`config.mk`:
```
export PLATFORM = sky130hd
export DESIGN_NAME = alu_instr_sequencer
export DESIGN_NICKNAME = d
export VERILOG_FILES = /design/src/rtl/alu_instr_sequencer.sv
export SDC_FILE = /design/constraint.sdc
export NUM_CORES = 1
export LEC_CHECK = 0
export ABC_AREA = 1
export ABC_CLOCK_PERIOD_IN_PS = 1450
export CORE_UTILIZATION = 31
export CTS_CLUSTER_DIAMETER = 120
export DETAILED_ROUTE_END_ITERATION = 8
export GPL_TIMING_DRIVEN = 1
export PLACE_DENSITY_LB_ADDON = 0.2
export SYNTH_ARGS = -nofsm -noshare
export SYNTH_HDL_FRONTEND = slang
export SYNTH_SLANG_ARGS = --single-unit
```
`constraint.sdc`:
```
create_clock -name clk -period 1.45 [get_ports clk]
set_input_delay 0.29 -clock clk [delete_from_list [all_inputs] [get_ports clk]]
set_output_delay 0.29 -clock clk [all_outputs]
set_load 0.02 [all_outputs]
```
`src/rtl/alu_instr_sequencer.sv`:
```
// rtl/alu_instr_sequencer.sv - Moore control unit sequencing fetch and ALU execute steps for the Datapath
module alu_instr_sequencer #(
  parameter int NREG = 16,
  parameter int OPW  = 5
) (
  input  logic            clk,
  input  logic            Clear,
  input  logic            start,
  input  logic            mem_ready,
  input  logic [31:0]     ir,
  output logic            PCout,
  output logic            MARin,
  output logic            IncPC,
  output logic            Zin,
  output logic            Read,
  output logic            MDRin,
  output logic            MDRout,
  output logic            IRin,
  output logic            Yin,
  output logic            PCin,
  output logic            Zlowout,
  output logic            Zhiout,
  output logic            HIin,
  output logic            LOin,
  output logic [NREG-1:0] Rout,
  output logic [NREG-1:0] Rin,
  output logic [OPW-1:0]  alu_op,
  output logic            busy,
  output logic            done,
  output logic            illegal
);

  typedef enum logic [2:0] {S_IDLE, S_T0, S_T1, S_T2, S_T3, S_T4, S_T5, S_T6} state_t;

  localparam logic [4:0] OP_ADD = 5'b00011;
  localparam logic [4:0] OP_SUB = 5'b00100;
  localparam logic [4:0] OP_AND = 5'b00101;
  localparam logic [4:0] OP_OR  = 5'b00110;
  localparam logic [4:0] OP_MUL = 5'b01111;
  localparam logic [4:0] OP_DIV = 5'b10000;
  localparam logic [4:0] OP_NEG = 5'b10001;
  localparam logic [4:0] OP_NOT = 5'b10010;

  state_t     r_state;
  state_t     w_next;
  logic       r_t1_first;
  logic [4:0] w_opcode;
  logic [3:0] w_ra;
  logic [3:0] w_rb;
  logic [3:0] w_rc;
  logic       w_is_arith;
  logic       w_is_md;
  logic       w_is_un;
  logic       w_is_bin;
  logic       w_unused_ir;

  assign w_opcode    = ir[31:27];
  assign w_ra        = ir[26:23];
  assign w_rb        = ir[22:19];
  assign w_rc        = ir[18:15];
  assign w_unused_ir = ^ir[14:0];
  assign w_is_bin    = w_is_arith | w_is_md;

  function automatic logic [NREG-1:0] onehot(input logic [3:0] idx);
    onehot = (int'(idx) < NREG) ? (NREG'(1) << idx) : '0;
  endfunction

  always_comb begin
    w_is_arith = 1'b0;
    w_is_md    = 1'b0;
    w_is_un    = 1'b0;
    case (w_opcode)
      OP_ADD, OP_SUB, OP_AND, OP_OR: w_is_arith = 1'b1;
      OP_MUL, OP_DIV:                w_is_md    = 1'b1;
      OP_NEG, OP_NOT:                w_is_un    = 1'b1;
      default: ;
    endcase
  end

  // r_t1_first marks the T1 cycle entered from T0 so PC loads exactly once per fetch
  always_ff @(posedge clk or negedge Clear) begin
    if (!Clear) begin
      r_state    <= S_IDLE;
      r_t1_first <= 1'b0;
    end else begin
      r_state    <= w_next;
      r_t1_first <= (r_state == S_T0);
    end
  end

  always_comb begin
    w_next  = r_state;
    PCout   = 1'b0;
    MARin   = 1'b0;
    IncPC   = 1'b0;
    Zin     = 1'b0;
    Read    = 1'b0;
    MDRin   = 1'b0;
    MDRout  = 1'b0;
    IRin    = 1'b0;
    Yin     = 1'b0;
    PCin    = 1'b0;
    Zlowout = 1'b0;
    Zhiout  = 1'b0;
    HIin    = 1'b0;
    LOin    = 1'b0;
    Rout    = '0;
    Rin     = '0;
    alu_op  = '0;
    done    = 1'b0;
    illegal = 1'b0;
    busy    = (r_state != S_IDLE);
    case (r_state)
      S_IDLE: if (start) w_next = S_T0;
      S_T0: begin
        PCout = 1'b1; MARin = 1'b1; IncPC = 1'b1; Zin = 1'b1;
        w_next = S_T1;
      end
      S_T1: begin
        Zlowout = 1'b1; PCin = r_t1_first; Read = 1'b1; MDRin = 1'b1;
        if (mem_ready) w_next = S_T2;
      end
      S_T2: begin
        MDRout = 1'b1; IRin = 1'b1;
        w_next = S_T3;
      end
      S_T3: begin
        if (w_is_bin) begin
          Rout = onehot(w_rb); Yin = 1'b1;
          w_next = S_T4;
        end else if (w_is_un) begin
          Rout = onehot(w_rb); alu_op = OPW'(w_opcode); Zin = 1'b1;
          w_next = S_T4;
        end else begin
          illegal = 1'b1; done = 1'b1;
          w_next = start ? S_T0 : S_IDLE;
        end
      end
      S_T4: begin
        if (w_is_un) begin
          Zlowout = 1'b1; Rin = onehot(w_ra); done = 1'b1;
          w_next = start ? S_T0 : S_IDLE;
        end else begin
          Rout = onehot(w_rc); alu_op = OPW'(w_opcode); Zin = 1'b1;
          w_next = S_T5;
        end
      end
      S_T5: begin
        Zlowout = 1'b1;
        if (w_is_md) begin
          LOin = 1'b1;
          w_next = S_T6;
        end else begin
          Rin = onehot(w_ra); done = 1'b1;
          w_next = start ? S_T0 : S_IDLE;
        end
      end
      S_T6: begin
        Zhiout = 1'b1; HIin = 1'b1; done = 1'b1;
        w_next = start ? S_T0 : S_IDLE;
      end
      default: w_next = S_IDLE;
    endcase
  end

endmodule

```
==> impl_metrics.py, run 1 <==
metrics = {
    "run_status": {
        "run_status": "complete, but fails checks",
        "violations": "negative setup slack",
    },
    "placed_design": {
        "hpwlAfterDp_um": 3200,
        "placed_area_um2": 2340,
        "routabilityCongestion": 0.791,
        "numPortBuffers": 74,
    },
    "die": {
        "die-height_um": 63.0,
        "floorplan.core_area_um2": 3440,
        "initial_core_utilization_pct": 33.5,
        "dieArea_um2": 3970,
        "row_count": 21,
        "die_x_um": 63.0,
        "boundaryPins": 90,
    },
    "pwr": {
        "power.density_cell_area_nw_per_um2": 978,
        "seq_power_share_pct": 7.7,
        "clkPwrFrac_pct": 8.5,
        "switching_share_pct": 48.1,
        "share_comb_of_total_power_pct": 83.8,
        "intPower_w": 0.00152,
        "vdd.ir_drop.worst_mv": 1.26,
        "power_switching_w": 0.00141,
        "power_leakage_nw": 1.63,
    },
    "yosys": {
        "synth_area_um2": 1150,
        "synthDistinctLibCells": 24,
        "synthFlopType": "sky130_fd_sc_hd__dfrtp_1",
        "syn-num-nets": 256,
        "synth.avg_cell_area_um2": 5.24,
        "synthArstFlopShare_pct": 100,
        "synth.top_cell.area_share_pct": 21.5,
        "synth-edff-count": 0,
        "yosys-top-cells-count": "66 x sky130_fd_sc_hd__nand2_1, 43 x sky130_fd_sc_hd__nor2_1, 31 x sky130_fd_sc_hd__inv_1",
        "post_synth_main_area_contributors": "sky130_fd_sc_hd__nand2_1 21%, sky130_fd_sc_hd__nor2_1 14%, sky130_fd_sc_hd__inv_1 10%",
        "postSynthRegisterBits": 4,
        "ys_warn_count": 0,
        "syn-instance-count": 220,
        "synth_sequential_area_ratio_pct": 8.69,
        "post-synth-top-area-cell": "sky130_fd_sc_hd__nand2_1",
        "yosys.cell_count.top_type": "sky130_fd_sc_hd__nand2_1",
    },
    "clock_network": {
        "cts.root.buffer_cell": "sky130_fd_sc_hd__clkbuf_8",
        "hold_buf_count_cts": 0,
        "reg_clk_slew_reported_paths_ns": 0.03,
        "clk_latency_ns": 0.22,
        "cts_made_buffers": 3,
        "h_tree_lvls": 1,
        "clock_tree_from_tritoncts": "yes",
        "clockBufferDepth": 2,
        "cts_sinks": 4,
    },
    "critical_path": {
        "critPathKind": "reg2out",
        "critical_path.reg2reg.endpoint": "r_state[0]",
        "timing.reg2reg.setup_slack_ns": -0.21,
        "timing.critical_path.from_type": "register",
        "timing.critical_path.fanout_max": 4,
        "worst-r2r-cell-count": 10,
        "critical_path.reg2reg.startpoint": "r_state[1]",
        "timing.critical_path.to_type": "primary output",
        "data_arrival_time_of_the_critical_path_ns": 1.76,
        "timing.critical_path.required_ns": 1.16,
    },
    "sta": {
        "setup_viol": 56,
        "final.setup.tns_ns": -23.58,
        "timing.final.crit_share_pct": 142,
        "max_freq_mhz": 487,
        "drv_slew": 0,
        "final_hold_violation_count": 0,
        "min_period_ns": 2.05,
        "slew_headroom_pct": 65.3,
        "grt_setup_unrepaired": "yes",
        "clock-skew-final_ns": 0.00454,
        "transition_at_the_pin_with_the_smallest_max_transition_slack_ns": 0.516,
        "setup_ws_ns": -0.602,
    },
    "global_routing": {
        "grt_use_total_pct": 25.9,
        "grt_start_max_net_pins": 9,
        "first_global_vias": 1867,
        "grt_pass1_wl_um": 8300,
        "global_route.overflow_total": 0,
        "antenna_violations_before_repair": 0,
    },
    "finish": {
        "fillCellCount": 158,
        "p_r_area_growth_vs_syn_pct": 160,
        "final_design_area_no_fill_um2": 3000,
        "final_layout_size_suffix_gt1_share_pct": 68.1,
        "antenna-diode-count": 0,
        "layout.nets": 398,
    },
    "route": {
        "dr_wl_met2_um": 3090,
        "drt_first_pass_iters": 5,
        "detailroute.via_count": 2039,
        "drt_drc_violations_left": 0,
        "drt-total-wl_um": 6250,
        "drt-met1-wl_um": 2560,
        "route.antenna.remaining_nets": 0,
        "top_layer_used": "met4",
        "detail_route.wl_per_cell_um": 15.4,
        "drt_iter0_drc": 144,
        "via_per_inst": 5.01,
        "met3RoutedLength_um": 377,
    },
    "min_path": {
        "hold_path.class": "in2async",
    },
    "job": {
        "max-cap-violations": 0,
    },
}
==> how the worst max path moves through the flow <==
stage	start	end	cells past startpoint
final	r_state[0]	Rin[8]	10
after global routing	r_state[0]	Rin[8]	10
after CTS	r_state[0]	Rout[9]	9
after floorplan	r_state[0]	Rin[12]	8
after global placement	ir[27]	Rin[9]	8
after detailed placement	ir[27]	Rin[9]	8
==> power groups by stage <==
stage / clock, W / sequential [W] / combinational (W)
4_1_cts: 0.000253 / 0.000216 / 0.00224
3_5_place_dp: 0 / 0.000234 / 0.00170
6_report: 0.000249 / 0.000225 / 0.00245
5_1_grt: 0.000262 / 0.000232 / 0.00258
3_3_place_gp: 0 / 0.000232 / 0.00168
2_1_floorplan: 0 / 0.000216 / 0.000955
==> per-stage QoR <==
step	hold WS [ns]	utilization [%]	worst slack [ns]	instances	total power (W)
2_1_floorplan	-0.00559	-	-0.183	220	0.00117
3_3_place_gp	0.501	68.1	-1.10	374	0.00191
3_5_place_dp	0.505	68.1	-1.13	374	0.00193
4_1_cts	0.273	80.8	-0.459	404	0.00271
5_1_grt	0.280	87.0	-0.699	407	0.00308
6_report	0.271	87.0	-0.602	407	0.00293
==> per-layer routing <==
layer  vias up  GRT usage (%)
li1        960              -
met1       955           31.0
met2       102           46.5
met3        22           3.10
met4         0           9.59
met5         -              0
==> placed cells by master, fill, tap and decap left out, drive strengths merged <==
master	Yosys	routed
nor3	18	18
dfrtp	4	4
nand2	76	78
nand3	24	24
buf	7	122
o21ai	2	2
clkdlybuf4s50	0	15
inv	37	37
clkbuf	1	6
o22ai	1	1
nor2	48	48
nand4	2	2
dlygate4sd2	0	1
clkdlybuf4s15	0	3
==> registers in the layout (all words and copies together), names as in the netlist <==
name	count
r_state	3
r_t1_first	1
==> cells by family after synthesis <==
| logic type | after synthesis | share of synthesized area [%] |
|---|---|---|
| buffers and inverters | 45 | 18.8 |
| AOI/OAI and AO/OA | 3 | 2.39 |
| DFF | 4 | 8.69 |
| and+or+nand+nor | 168 | 70.1 |
==> final cells by class <==
| cell class | instances | area, um2 | area share, % |
|---|---|---|---|
| Clock buffer | 4 | 45.0 | 1.50 |
| Inverter | 37 | 166 | 5.56 |
| Multi-Input combinational cell | 173 | 1290 | 42.9 |
| Sequential cell | 4 | 103 | 3.43 |
| Tap cell | 46 | 57.6 | 1.92 |
| Timing Repair Buffer | 143 | 1340 | 44.7 |
==> repair_timing <==
action                     CTS  global route
gates cloned                 2             0
setup buffers               24             7
pin swaps                   33            18
hold endpoints to repair     0             0
setup endpoints to repair   57            56
gates resized for setup    373            58
==> critical path: stages (launching register included) <==
cell and delay (ns):
sky130_fd_sc_hd__dfrtp_1 0.40, sky130_fd_sc_hd__inv_2 0.10, sky130_fd_sc_hd__nor2_4 0.16, sky130_fd_sc_hd__nand2_4 0.09
sky130_fd_sc_hd__inv_6 0.08, sky130_fd_sc_hd__nand2_4 0.05, sky130_fd_sc_hd__o21ai_4 0.08, sky130_fd_sc_hd__buf_4 0.15
sky130_fd_sc_hd__nand3_2 0.08, sky130_fd_sc_hd__nor2_1 0.17, sky130_fd_sc_hd__buf_4 0.18
Note: power is estimated with default switching activity, not from simulation.
==> run 2: changes to the inputs <==
ABC_AREA = default   (was 1)
CORE_UTILIZATION = 30   (was 31)
==> run 2 against run 1 <==
  * The flow now stops in global routing (5_1_grt)
  * Area after synthesis fell by 3.4%
  * Synthesized cell count shrank 18%
==> impl_metrics.py, run 2 <==
metrics = {
    "yosys": {
        "yosys.cell_count.top_type": "sky130_fd_sc_hd__nand2_1",
        "post-synth-top-area-cell": "sky130_fd_sc_hd__dfrtp_1",
        "syn-instance-count": 181,
        "synth_sequential_area_ratio_pct": 8.99,
        "post_synth_main_area_contributors": "sky130_fd_sc_hd__dfrtp_1 9.0%, sky130_fd_sc_hd__nand2_1 8.1%, sky130_fd_sc_hd__nor2_1 7.8%",
        "postSynthRegisterBits": 4,
        "synthArstFlopShare_pct": 100,
        "yosys-top-cells-count": "24 x sky130_fd_sc_hd__nand2_1, 23 x sky130_fd_sc_hd__nor2_1, 17 x sky130_fd_sc_hd__nand3_1",
        "synthFlopType": "sky130_fd_sc_hd__dfrtp_1",
        "synthDistinctLibCells": 39,
        "synth.avg_cell_area_um2": 6.15,
        "synth_area_um2": 1110,
        "synth.top_cell.area_share_pct": 8.99,
        "syn-num-nets": 217,
        "synth-edff-count": 0,
        "ys_warn_count": 0,
    },
    "die": {
        "row_count": 21,
        "die-height_um": 62.9,
        "initial_core_utilization_pct": 32.4,
        "boundaryPins": 90,
        "die_x_um": 62.9,
    },
    "sta": {
        "category_of_the_worst_endpoint": "primary output",
        "crit_endpoint": "Rout[8]",
    },
    "placed_design": {
        "routabilityCongestion": 0.813,
        "pre_cts_setup_slack_ns": -1.43,
        "numPortBuffers": 74,
        "hpwlAfterDp_um": 3600,
    },
    "run_status": {
        "failing_step": "global routing (5_1_grt)",
        "tool.error": "[ERROR DPL-0033] detailed placement checks failed during check placement.",
        "run_status": "aborted with a tool error",
    },
    "clock_network": {
        "cts_sinks": 4,
        "hold_buf_count_cts": 0,
        "h_tree_lvls": 1,
        "cts.root.buffer_cell": "sky130_fd_sc_hd__clkbuf_8",
        "cts_made_buffers": 3,
        "clockBufferDepth": 2,
    },
    "global_routing": {
        "grt_start_max_net_pins": 14,
        "antenna_violations_before_repair": 0,
    },
}
run 2: changes by cell type after synthesis, sizes merged, moves of 6 or more:
| cell | change |
|---|---|
| nor2b | +13 |
| nand2 | -52 |
| inv | -32 |
| nor2 | -25 |
| nand3 | -7 |
| clkbuf | +7 |
| nor3 | -15 |
| a21oi | +6 |
| o21ai | +8 |
| nand4 | +7 |
run 2: repair_timing:
item	CTS
endpoints found under the setup margin	57
resized for setup	361
cloned	1
pin swaps	24
setup buffers	28
run 2: per-stage QoR:
| step | area, um2 | hold WS (ns) | cells |
|---|---|---|---|
| after global placement | 2680 | 0.507 | 342 |
| after detailed placement | 2680 | 0.509 | 342 |
| after floorplan | 1540 | -0.00559 | 181 |
| after CTS | 3120 | 0.287 | 373 |
run 2: logic make-up after synthesis:
| logic type | synth area share, % |
|---|---|
| buf+inv | 9.77 |
| xor+xnor | 1.57 |
| simple gates | 53.0 |
| flops | 8.99 |
| compound gates | 26.6 |
==> run 3: changes to the inputs <==
ABC_CLOCK_PERIOD_IN_PS = 1900   (was 1450)
CORE_UTILIZATION = 20   (was 30)
CTS_CLUSTER_DIAMETER = default   (was 120)
PLACE_DENSITY_LB_ADDON = 0.15   (was 0.2)
clock period = 1.9 ns   (was 1.45 ns; I/O delays follow)
==> run 3 against run 2 <==
  * The flow now finishes, with violations (negative setup slack)
  * Synthesized cell count stayed put
  * Area after synthesis unchanged
==> impl_metrics.py, run 3 <==
metrics = {
    "clock_network": {
        "hold_buf_count_cts": 0,
        "cts_sinks": 4,
        "reg_clk_slew_reported_paths_ns": 0.03,
        "h_tree_lvls": 1,
        "clock_tree_from_tritoncts": "yes",
        "cts.root.buffer_cell": "sky130_fd_sc_hd__clkbuf_8",
        "cts_made_buffers": 3,
        "clockBufferDepth": 2,
        "clk_latency_ns": 0.21,
    },
    "yosys": {
        "yosys.cell_count.top_type": "sky130_fd_sc_hd__nand2_1",
        "synth.avg_cell_area_um2": 6.15,
        "post_synth_main_area_contributors": "sky130_fd_sc_hd__dfrtp_1 9.0%, sky130_fd_sc_hd__nand2_1 8.1%, sky130_fd_sc_hd__nor2_1 7.8%",
        "syn-num-nets": 217,
        "ys_warn_count": 0,
        "synth.top_cell.area_share_pct": 8.99,
        "synth-edff-count": 0,
        "synthDistinctLibCells": 39,
        "synth_area_um2": 1110,
        "yosys-top-cells-count": "24 x sky130_fd_sc_hd__nand2_1, 23 x sky130_fd_sc_hd__nor2_1, 17 x sky130_fd_sc_hd__nand3_1",
        "synthArstFlopShare_pct": 100,
        "postSynthRegisterBits": 4,
        "synth_sequential_area_ratio_pct": 8.99,
        "syn-instance-count": 181,
        "synthFlopType": "sky130_fd_sc_hd__dfrtp_1",
        "post-synth-top-area-cell": "sky130_fd_sc_hd__dfrtp_1",
    },
    "route": {
        "drt_iter0_drc": 98,
        "route.antenna.remaining_nets": 0,
        "drt-total-wl_um": 5090,
        "detailroute.via_count": 1840,
        "drt_first_pass_iters": 6,
        "via_per_inst": 4.85,
        "drt_drc_violations_left": 0,
        "detail_route.wl_per_cell_um": 13.4,
    },
    "die": {
        "die_x_um": 76.6,
        "floorplan.core_area_um2": 5240,
        "initial_core_utilization_pct": 21.3,
        "dieArea_um2": 5870,
        "row_count": 26,
        "die-height_um": 76.6,
        "boundaryPins": 90,
    },
    "finish": {
        "reg.largest.list": "r_state (3), r_t1_first (1)",
        "final_design_area_no_fill_um2": 3080,
        "layout.nets": 347,
        "registers.top_by_ff_count": "r_state",
        "most-common-layout-cells": "55 x sky130_fd_sc_hd__buf_4, 43 x sky130_fd_sc_hd__buf_6, 20 x sky130_fd_sc_hd__nand2_1",
        "largest_register_ffs": 3,
        "final_layout_size_suffix_gt1_share_pct": 61.5,
        "layout.core_utilization_pct": 58.8,
        "layout.cells.most_common": "sky130_fd_sc_hd__buf_4",
        "fillCellCount": 439,
        "p_r_area_growth_vs_syn_pct": 177,
        "antenna-diode-count": 0,
        "finish.cell_count_without_fillers": 379,
    },
    "sta": {
        "setup_ws_ns": -0.249,
        "grt_setup_unrepaired": "yes",
        "max_freq_mhz": 465,
        "final_hold_violation_count": 0,
        "slew_headroom_pct": 73.7,
        "clock-skew-final_ns": 0.000121,
        "timing.final.crit_share_pct": 113,
        "drv_slew": 0,
        "min_period_ns": 2.15,
        "setup_viol": 40,
        "transition_at_the_pin_with_the_smallest_max_transition_slack_ns": 0.385,
    },
    "global_routing": {
        "grt_util_met3_pct": 1.92,
        "grt_use_met1_pct": 23.5,
        "grt_use_total_pct": 17.3,
        "global_route.usage.met2_pct": 29.1,
        "first_global_vias": 1772,
        "global_route.overflow_total": 0,
        "antenna_violations_before_repair": 0,
        "grt.busiest_layer": "met2",
        "grt_pass1_wl_um": 8440,
        "grt_start_max_net_pins": 29,
    },
    "pwr": {
        "share_comb_of_total_power_pct": 86.2,
        "power_switching_w": 0.00111,
        "vdd.ir_drop.worst_mv": 0.459,
        "power.density_cell_area_nw_per_um2": 783,
        "intPower_w": 0.00131,
        "clkPwrFrac_pct": 7.2,
        "seq_power_share_pct": 6.5,
        "power_leakage_nw": 1.28,
        "total_power_w": 0.00241,
        "switching_share_pct": 45.9,
    },
    "critical_path": {
        "timing.critical_path.to_type": "primary output",
        "worst-r2r-cell-count": 7,
        "critPathKind": "reg2out",
        "timing.critical_path.fanout_max": 4,
        "timing.critical_path.required_ns": 1.52,
        "timing.critical_path.from_type": "register",
        "data_arrival_time_of_the_critical_path_ns": 1.77,
    },
    "run_status": {
        "violations": "negative setup slack",
        "run_status": "complete, but fails checks",
    },
    "placed_design": {
        "pre_cts_setup_slack_ns": -1.15,
        "routabilityCongestion": 0.815,
        "numPortBuffers": 74,
        "hpwlAfterDp_um": 3630,
        "placed_area_um2": 2620,
        "placed_cells": 362,
    },
    "job": {
        "max-cap-violations": 0,
    },
    "min_path": {
        "hold_path.class": "in2async",
    },
}
[run 3: cell counts after synthesis]
No cell type changed its count.
[run 3: kinds of logic (layout without fill, tap and decap cells)]
logic type                after synthesis  after routing  synth area share [%]
DFF                                     4              4                  8.99
xor gates and xnor gates                2              2                  1.57
buffers and inverters                  22            150                  9.77
AOI/OAI and AO/OA                      42             42                  26.6
and+or+nand+nor                       111            111                  53.0
[run 3: power groups by stage]
stage	clock, W	combinational (W)	sequential (W)
floorplan	0	0.000946	0.000148
global placement	0	0.00165	0.000156
detailed placement	0	0.00164	0.000155
CTS	0.000179	0.00189	0.000155
global route	0.000185	0.00221	0.000164
finish	0.000174	0.00208	0.000158
[run 3: worst paths after layout]
kind | start | end | slack (ns)
setup / recovery | r_state[1] | Rout[11] | -0.25
hold / removal | Clear | r_state[0] | 0.38
setup reg to reg | r_state[1] | r_state[0] | 0.38
hold reg to reg | r_state[2] | r_state[2] | 0.77
max in group asynchronous | Clear | r_t1_first | 1.35
min in group clk | ir[29] | r_state[1] | 0.71
[run 3: layer usage]
| layer | part of all wire [%] | vias up |
|---|---|---|
| met4 | 0.96 | 0 |
| met3 | 4.3 | 6 |
| met1 | 47 | 866 |
| met5 | 0 | - |
| met2 | 48 | 55 |
| li1 | - | 913 |
[run 3: through the flow]
| step | TNS (ns) | hold slack, ns |
|---|---|---|
| after floorplan | -2.30 | 0.0844 |
| after global placement | -46.48 | 0.605 |
| after detailed placement | -46.57 | 0.604 |
| after CTS | -7.04 | 0.379 |
| after global routing | -9.68 | 0.387 |
| final | -6.47 | 0.376 |
[run 3: layout make-up]
type / count / area [um2] / share of cell area (%)
repair buffers: 142 / 1430 / 46.2
multi-input cells: 155 / 1410 / 45.7
flip-flops and latches: 4 / 100 / 3.25
well taps: 70 / 87.6 / 2.84
clock buffers: 3 / 41.3 / 1.34
inverters: 5 / 18.8 / 0.609
[run 3: what timing repair did]
| action | in CTS | in global routing |
|---|---|---|
| pin swaps | 35 | 6 |
| cloned | 3 | 0 |
| hold endpoints to repair | 0 | 0 |
| gates resized for setup | 336 | 43 |
| endpoints found under the setup margin | 56 | 51 |
| buffers inserted | 10 | 3 |
[run 3: critical path, stage by stage (launching register included)]
cell and delay, ns:
sky130_fd_sc_hd__dfrtp_1 0.38, sky130_fd_sc_hd__nand3b_1 0.28, sky130_fd_sc_hd__a21oi_2 0.25, sky130_fd_sc_hd__nand3_2 0.18, sky130_fd_sc_hd__buf_12 0.18, sky130_fd_sc_hd__o22ai_4 0.15, sky130_fd_sc_hd__buf_6 0.14
==> patch 1 (settings of run 3) <==
Set the parameter `NREG` to 18 (it was 16).
--- a/src/rtl/alu_instr_sequencer.sv
+++ b/src/rtl/alu_instr_sequencer.sv
@@ -1,5 +1,5 @@
 // rtl/alu_instr_sequencer.sv - Moore control unit sequencing fetch and ALU execute steps for the Datapath
 module alu_instr_sequencer #(
-  parameter int NREG = 16,
+  parameter int NREG = 18,
   parameter int OPW  = 5
 ) (
Ports: changed (resized Rin and Rout); port bits go from 90 to 94. The function was not compared with the original's and may differ.
==> patch 1 against run 3 <==
The run still ends with setup timing left; wire length shrank 8.2%; sequential cell count is the same; power down 23%; first-iteration DRC count decreased by 79%; area after synthesis increased by 0.34%; critical endpoint is now Rout[9]; combinational power shrank 27%; cell area down 5.8%; setup slack lost 0.0086 ns; synthesized cell count is 12% lower; sequential power rose by 16%.
==> patch 1: results (changes against run 3) <==
Status
  • Outcome: finished with violations
  • Failing checks: setup timing

Placement
  • Port buffer count: 74 (unchanged)
  • Placement Setup Slack: -1.15 ns (-0.00356 ns)
  • Placer Congestion: 0.791 (-2.9%)
  • Placed insts: 338 (-6.6%)
  • DP Wirelength: 3.38 mm (-6.9%)

Synthesis
  • Post-Syn Instances: 160 (-12%)
  • Top cell types by occurrence after synthesis: nor2_1, o22ai_1, nand2_1, buf_4
  • Synth area leaders: o22ai_1, dfrtp_1, buf_4
  • Seq/Total Area, Yosys: 8.96% (-0.030 points)
  • Yosys Warn Count: 0 (unchanged)
  • Synth cell types: 46 (+18%)

Critical path
  • Worst R2R Setup Slack: 0.48 ns (+0.10 ns)
  • Largest stage delay, worst path: 0.46 ns (+0.08 ns)
  • Top Family by Delay on Critical Path: simple AND/OR/NAND/NOR gates
  • Reg2reg start: r_state[1]
  • Worst-path maximum fanout: 4 (unchanged)
  • Slowest CP cell: or3b_4
  • Reg2Reg Depth: 6 (-1)
  • RR Endpoint: r_state[2]
  • Crit path DAT: 1.78 ns

Global route
  • Initial antenna violation count: 0 (unchanged)
  • First-pass GRT wire length: 7.50 mm (-11%)
  • Vias in the first global route: 1615 (-8.9%)
  • GRT Overall Usage: 15.3% (-2.0 points)
  • Largest net degree at the start of global routing: 14 (-52%)

Route
  • Via count: 1619 (-12%)
  • 1st-iter DRT viols: 21 (-79%)
  • Drt pass-1 iters: 6 (unchanged)
  • Post-Route WL: 4.67 mm (-8.2%)

Pwr
  • Worst VDD drop: 389 µV (-15%)
  • Static Leakage: 0.00120 µW (-5.7%)

Worst hold path
  • Hold Path Class: in -> async

STA
  • Worst Setup Slack, final: -0.257 ns (-0.00865 ns)
  • Setup Viol. Count Final: 37 (-7.5%)
  • TNS Setup: -6.54 ns (-0.0736 ns)
  • Skew final: 0.00174 ns (+0.00162 ns)

Layout
  • Share of post-route cells with drive strength above 1: 65.5% (+4.0 points)
  • Fillers: 471 (+7.3%)
  • Top Registers: r_state (3), r_t1_first (1)
  • Number of nets in the layout: 316 (-8.9%)
  • Non-Filler Instances: 348 (-8.2%)
  • # diodes: 0 (unchanged)

Clock tree
  • CTS root buffer: clkbuf_8
  • Worst-Skew Late Latency: 0.21 ns (about the same)
-- patch 1: cell types whose count changed after synthesis, moves of 4 or more --
cell,before,now
nand3_1,17,7
nand3b_1,2,7
o22ai_1,6,17
nand2_1,24,14
nand2b_1,2,7
nor2_1,23,17
nor4_1,0,4
nor3b_2,0,4
a21oi_1,6,1
o21ai_0,10,3
nor2b_1,13,7
nand4_1,9,1
-- patch 1: layout make-up --
cell class | count | area, µm² | area share, %
inverters | 5 | 18.8 | 0.646
multi-input cells | 137 | 1470 | 50.6
flip-flops and latches | 4 | 104 | 3.58
well taps | 70 | 87.6 | 3.02
repair buffers | 129 | 1180 | 40.8
clock buffers | 3 | 41.3 | 1.42
-- patch 1: worst max-delay path by stage --
stage                     from       to  slack (ns)  cells after the start
global route            ir[29]   Rin[3]       -0.32                      6
detailed placement      ir[30]   Rin[9]       -1.15                      6
finish              r_state[1]  Rout[9]       -0.26                      5
CTS                     ir[30]   Rin[9]       -0.27                      6
floorplan               ir[31]   Rin[0]       -0.06                      4
global placement        ir[30]  Rout[1]       -1.13                      8
-- patch 1: report_power, final --
part,switching (µW),internal [µW],total (µW)
clock network,37.8,135,172
logic,796,711,1510
registers,53.3,130,183
-- patch 1: timing repair --
item / in CTS / in global routing
gates resized for setup: 332 / 40
pin swaps: 17 / 8
gates cloned: 1 / 0
endpoints found under the setup margin: 55 / 48
buffers inserted: 6 / 3
-- patch 1: metrics by stage --
stage | total power [µW] | hold WS (ns) | area, µm²
global placement | 1550 | 0.590 | 2530
finish | 1860 | 0.368 | 2900
floorplan | 952 | 0.0844 | 1440
detailed placement | 1540 | 0.592 | 2530
global route | 1980 | 0.393 | 2900
CTS | 1810 | 0.369 | 2820
-- patch 1: logic make-up (layout without fill, tap and decap cells) --
family / after synthesis / after routing / synth area share (%)
AND/OR/NAND/NOR: 95 / 95 / 54.9
AO/OA/AOI/OAI: 35 / 36 / 22.6
buffers and inverters: 23 / 137 / 11.6
flip-flops: 4 / 4 / 8.96
XOR/XNOR: 2 / 2 / 1.57
other: 1 / 4 / 0.336
-- patch 1: metal layers --
| layer | GRT usage [%] | vias to the layer above | share of wire [%] |
|---|---|---|---|
| met3 | 0.952 | 2 | 3.8 |
| met2 | 26.1 | 42 | 51 |
| met1 | 21.0 | 750 | 45 |
| met4 | 2.88 | 0 | 0.28 |
| li1 | - | 825 | - |
| met5 | 0 | - | 0 |
==> patch 2 (settings of run 3) <==
Without the edit above. The 8 states of `state_t` get a Gray code encoding in 3 bits.
--- a/src/rtl/alu_instr_sequencer.sv
+++ b/src/rtl/alu_instr_sequencer.sv
@@ -31,5 +31,5 @@
 );
 
-  typedef enum logic [2:0] {S_IDLE, S_T0, S_T1, S_T2, S_T3, S_T4, S_T5, S_T6} state_t;
+  typedef enum logic [2:0] {S_IDLE = 3'b000, S_T0 = 3'b001, S_T1 = 3'b011, S_T2 = 3'b010, S_T3 = 3'b110, S_T4 = 3'b111, S_T5 = 3'b101, S_T6 = 3'b100} state_t;
 
   localparam logic [4:0] OP_ADD = 5'b00011;
Check against the original RTL: no difference found for any inputs over 10 cycles, from zero or initial values; not proved beyond that.
==> patch 2 against run 3 <==
Register-to-register slack lost 0.11 ns; power rose by 1.5%; global-route usage is 0.98 points higher; fmax is 4.0% higher; final cell count decreased by 7.9%; wire length is 3.0% lower; the run still ends with setup timing left; area after synthesis is 9.6% lower; cell area decreased by 4.1%; setup slack better by 0.082 ns; sequential cell count is the same.
==> patch 2: results (changes against run 3) <==
Critical path
  • CP Launch Point: r_state[0]
  • Worst-path maximum fanout: 8 (+4)
  • Worst R2R Setup Slack: 0.27 ns (-0.11 ns)
  • Largest stage delay, worst path: 0.38 ns (about the same)
  • Reg2Reg Depth: 6 (-1)
  • Top Family by Delay on Critical Path: compound AO/OA/AOI/OAI gates

Synthesis
  • Syn Area/Cell: 6.54 µm² (+6.3%)
  • Seq/Total Area, Yosys: 9.94% (+0.95 points)
  • Xor and xnor fraction of the mapped netlist area: 0.870% (-0.70 points)
  • Most instantiated library cell after synthesis: nand2_1
  • Multiplexer share of the synthesized area: 1.12% (+1.1 points)
  • Synth Net Count: 190 (-12%)
  • Post-synthesis adder-cell area fraction: 0% (unchanged)
  • Top cell types by occurrence after synthesis: nand2_1, nor2_1, o22ai_1, nand2b_1, nor2b_1
  • Post-synthesis compound-gate area fraction: 24.5% (-2.2 points)
  • Synth cell types: 44 (+13%)

Layout
  • Fillers: 411 (-6.4%)
  • Share of post-route cells with drive strength above 1: 69.1% (+7.7 points)
  • Number of nets in the layout: 320 (-7.8%)

Route
  • Met1 Wirelength: 1.94 mm (-18%)
  • Drt via density: 4.76 (-1.9%)
  • Drt pass-1 iters: 4 (-2)
  • Via count: 1662 (-9.7%)
  • WL met2: 2.70 mm (+10%)
  • Wire per inst: 14.1 µm (+5.3%)
  • Met3 WL post-DR: 251 µm (+15%)

Clock tree
  • H-tree levels: 1 (unchanged)
  • Post-CTS sizing: 353 (+5.1%)
  • Setup Fix Bufs, Post-CTS: 10 (unchanged)

STA
  • Skew final: 0.00372 ns (+0.00360 ns)
  • Setup Viol. Count Final: 34 (-15%)
  • Hold Slack: 0.363 ns (-0.0124 ns)
  • Pins Over Slew Limit: 0 (unchanged)
  • Slew @ Worst Pin: 0.372 ns (-0.0138 ns)
  • Worst Setup Slack, final: -0.167 ns (+0.0822 ns)

Global route
  • Vias in the first global route: 1597 (-9.9%)
  • GR Layer Usage met1: 21.6% (-2.0 points)
  • Routing usage on met2: 34.9% (+5.8 points)
  • Largest net degree at the start of global routing: 13 (-55%)
  • GR Util met3: 2.49% (+0.57 points)

Pwr
  • Static Leakage: 0.00122 µW (-4.6%)
  • Worst VDD drop: 377 µV (-18%)

Placement
  • Placer Congestion: 0.805 (-1.2%)
  • Post-DP Area: 2310 µm² (-12%)
  • DP Wirelength: 3.46 mm (-4.7%)
  • Placement Setup Slack: -1.07 ns (+0.0845 ns)
  • Placed insts: 326 (-9.9%)

Status
  • Failing checks: setup timing
  • Outcome: finished with violations
-- patch 2: layout make-up --
cell class | instances | area (µm²) | area share (%)
clock buffers | 3 | 41.3 | 1.40
inverters | 5 | 18.8 | 0.635
repair buffers | 138 | 1300 | 44.0
flip-flops and latches | 4 | 100 | 3.39
well taps | 67 | 83.8 | 2.84
multi-input cells | 132 | 1410 | 47.8
-- patch 2: power by group --
part	internal (µW)	switching, µW	leakage (µW)	total (µW)
Sequential	128	29.2	0.0000487	157
Combinational	1030	1080	0.00115	2110
Clock	135	42.5	0.0000216	177
Total	1300	1150	0.00122	2450
-- patch 2: worst max path at each step --
| stage | to | slack, ns | cells past startpoint |
|---|---|---|---|
| 6_report | Rout[2] | -0.17 | 5 |
| 5_1_grt | Rin[1] | -0.23 | 6 |
| 4_1_cts | Rin[9] | -0.20 | 7 |
| 3_5_place_dp | Rout[14] | -1.07 | 6 |
| 3_3_place_gp | Rout[14] | -1.04 | 6 |
| 2_1_floorplan | Rout[14] | -0.20 | 5 |
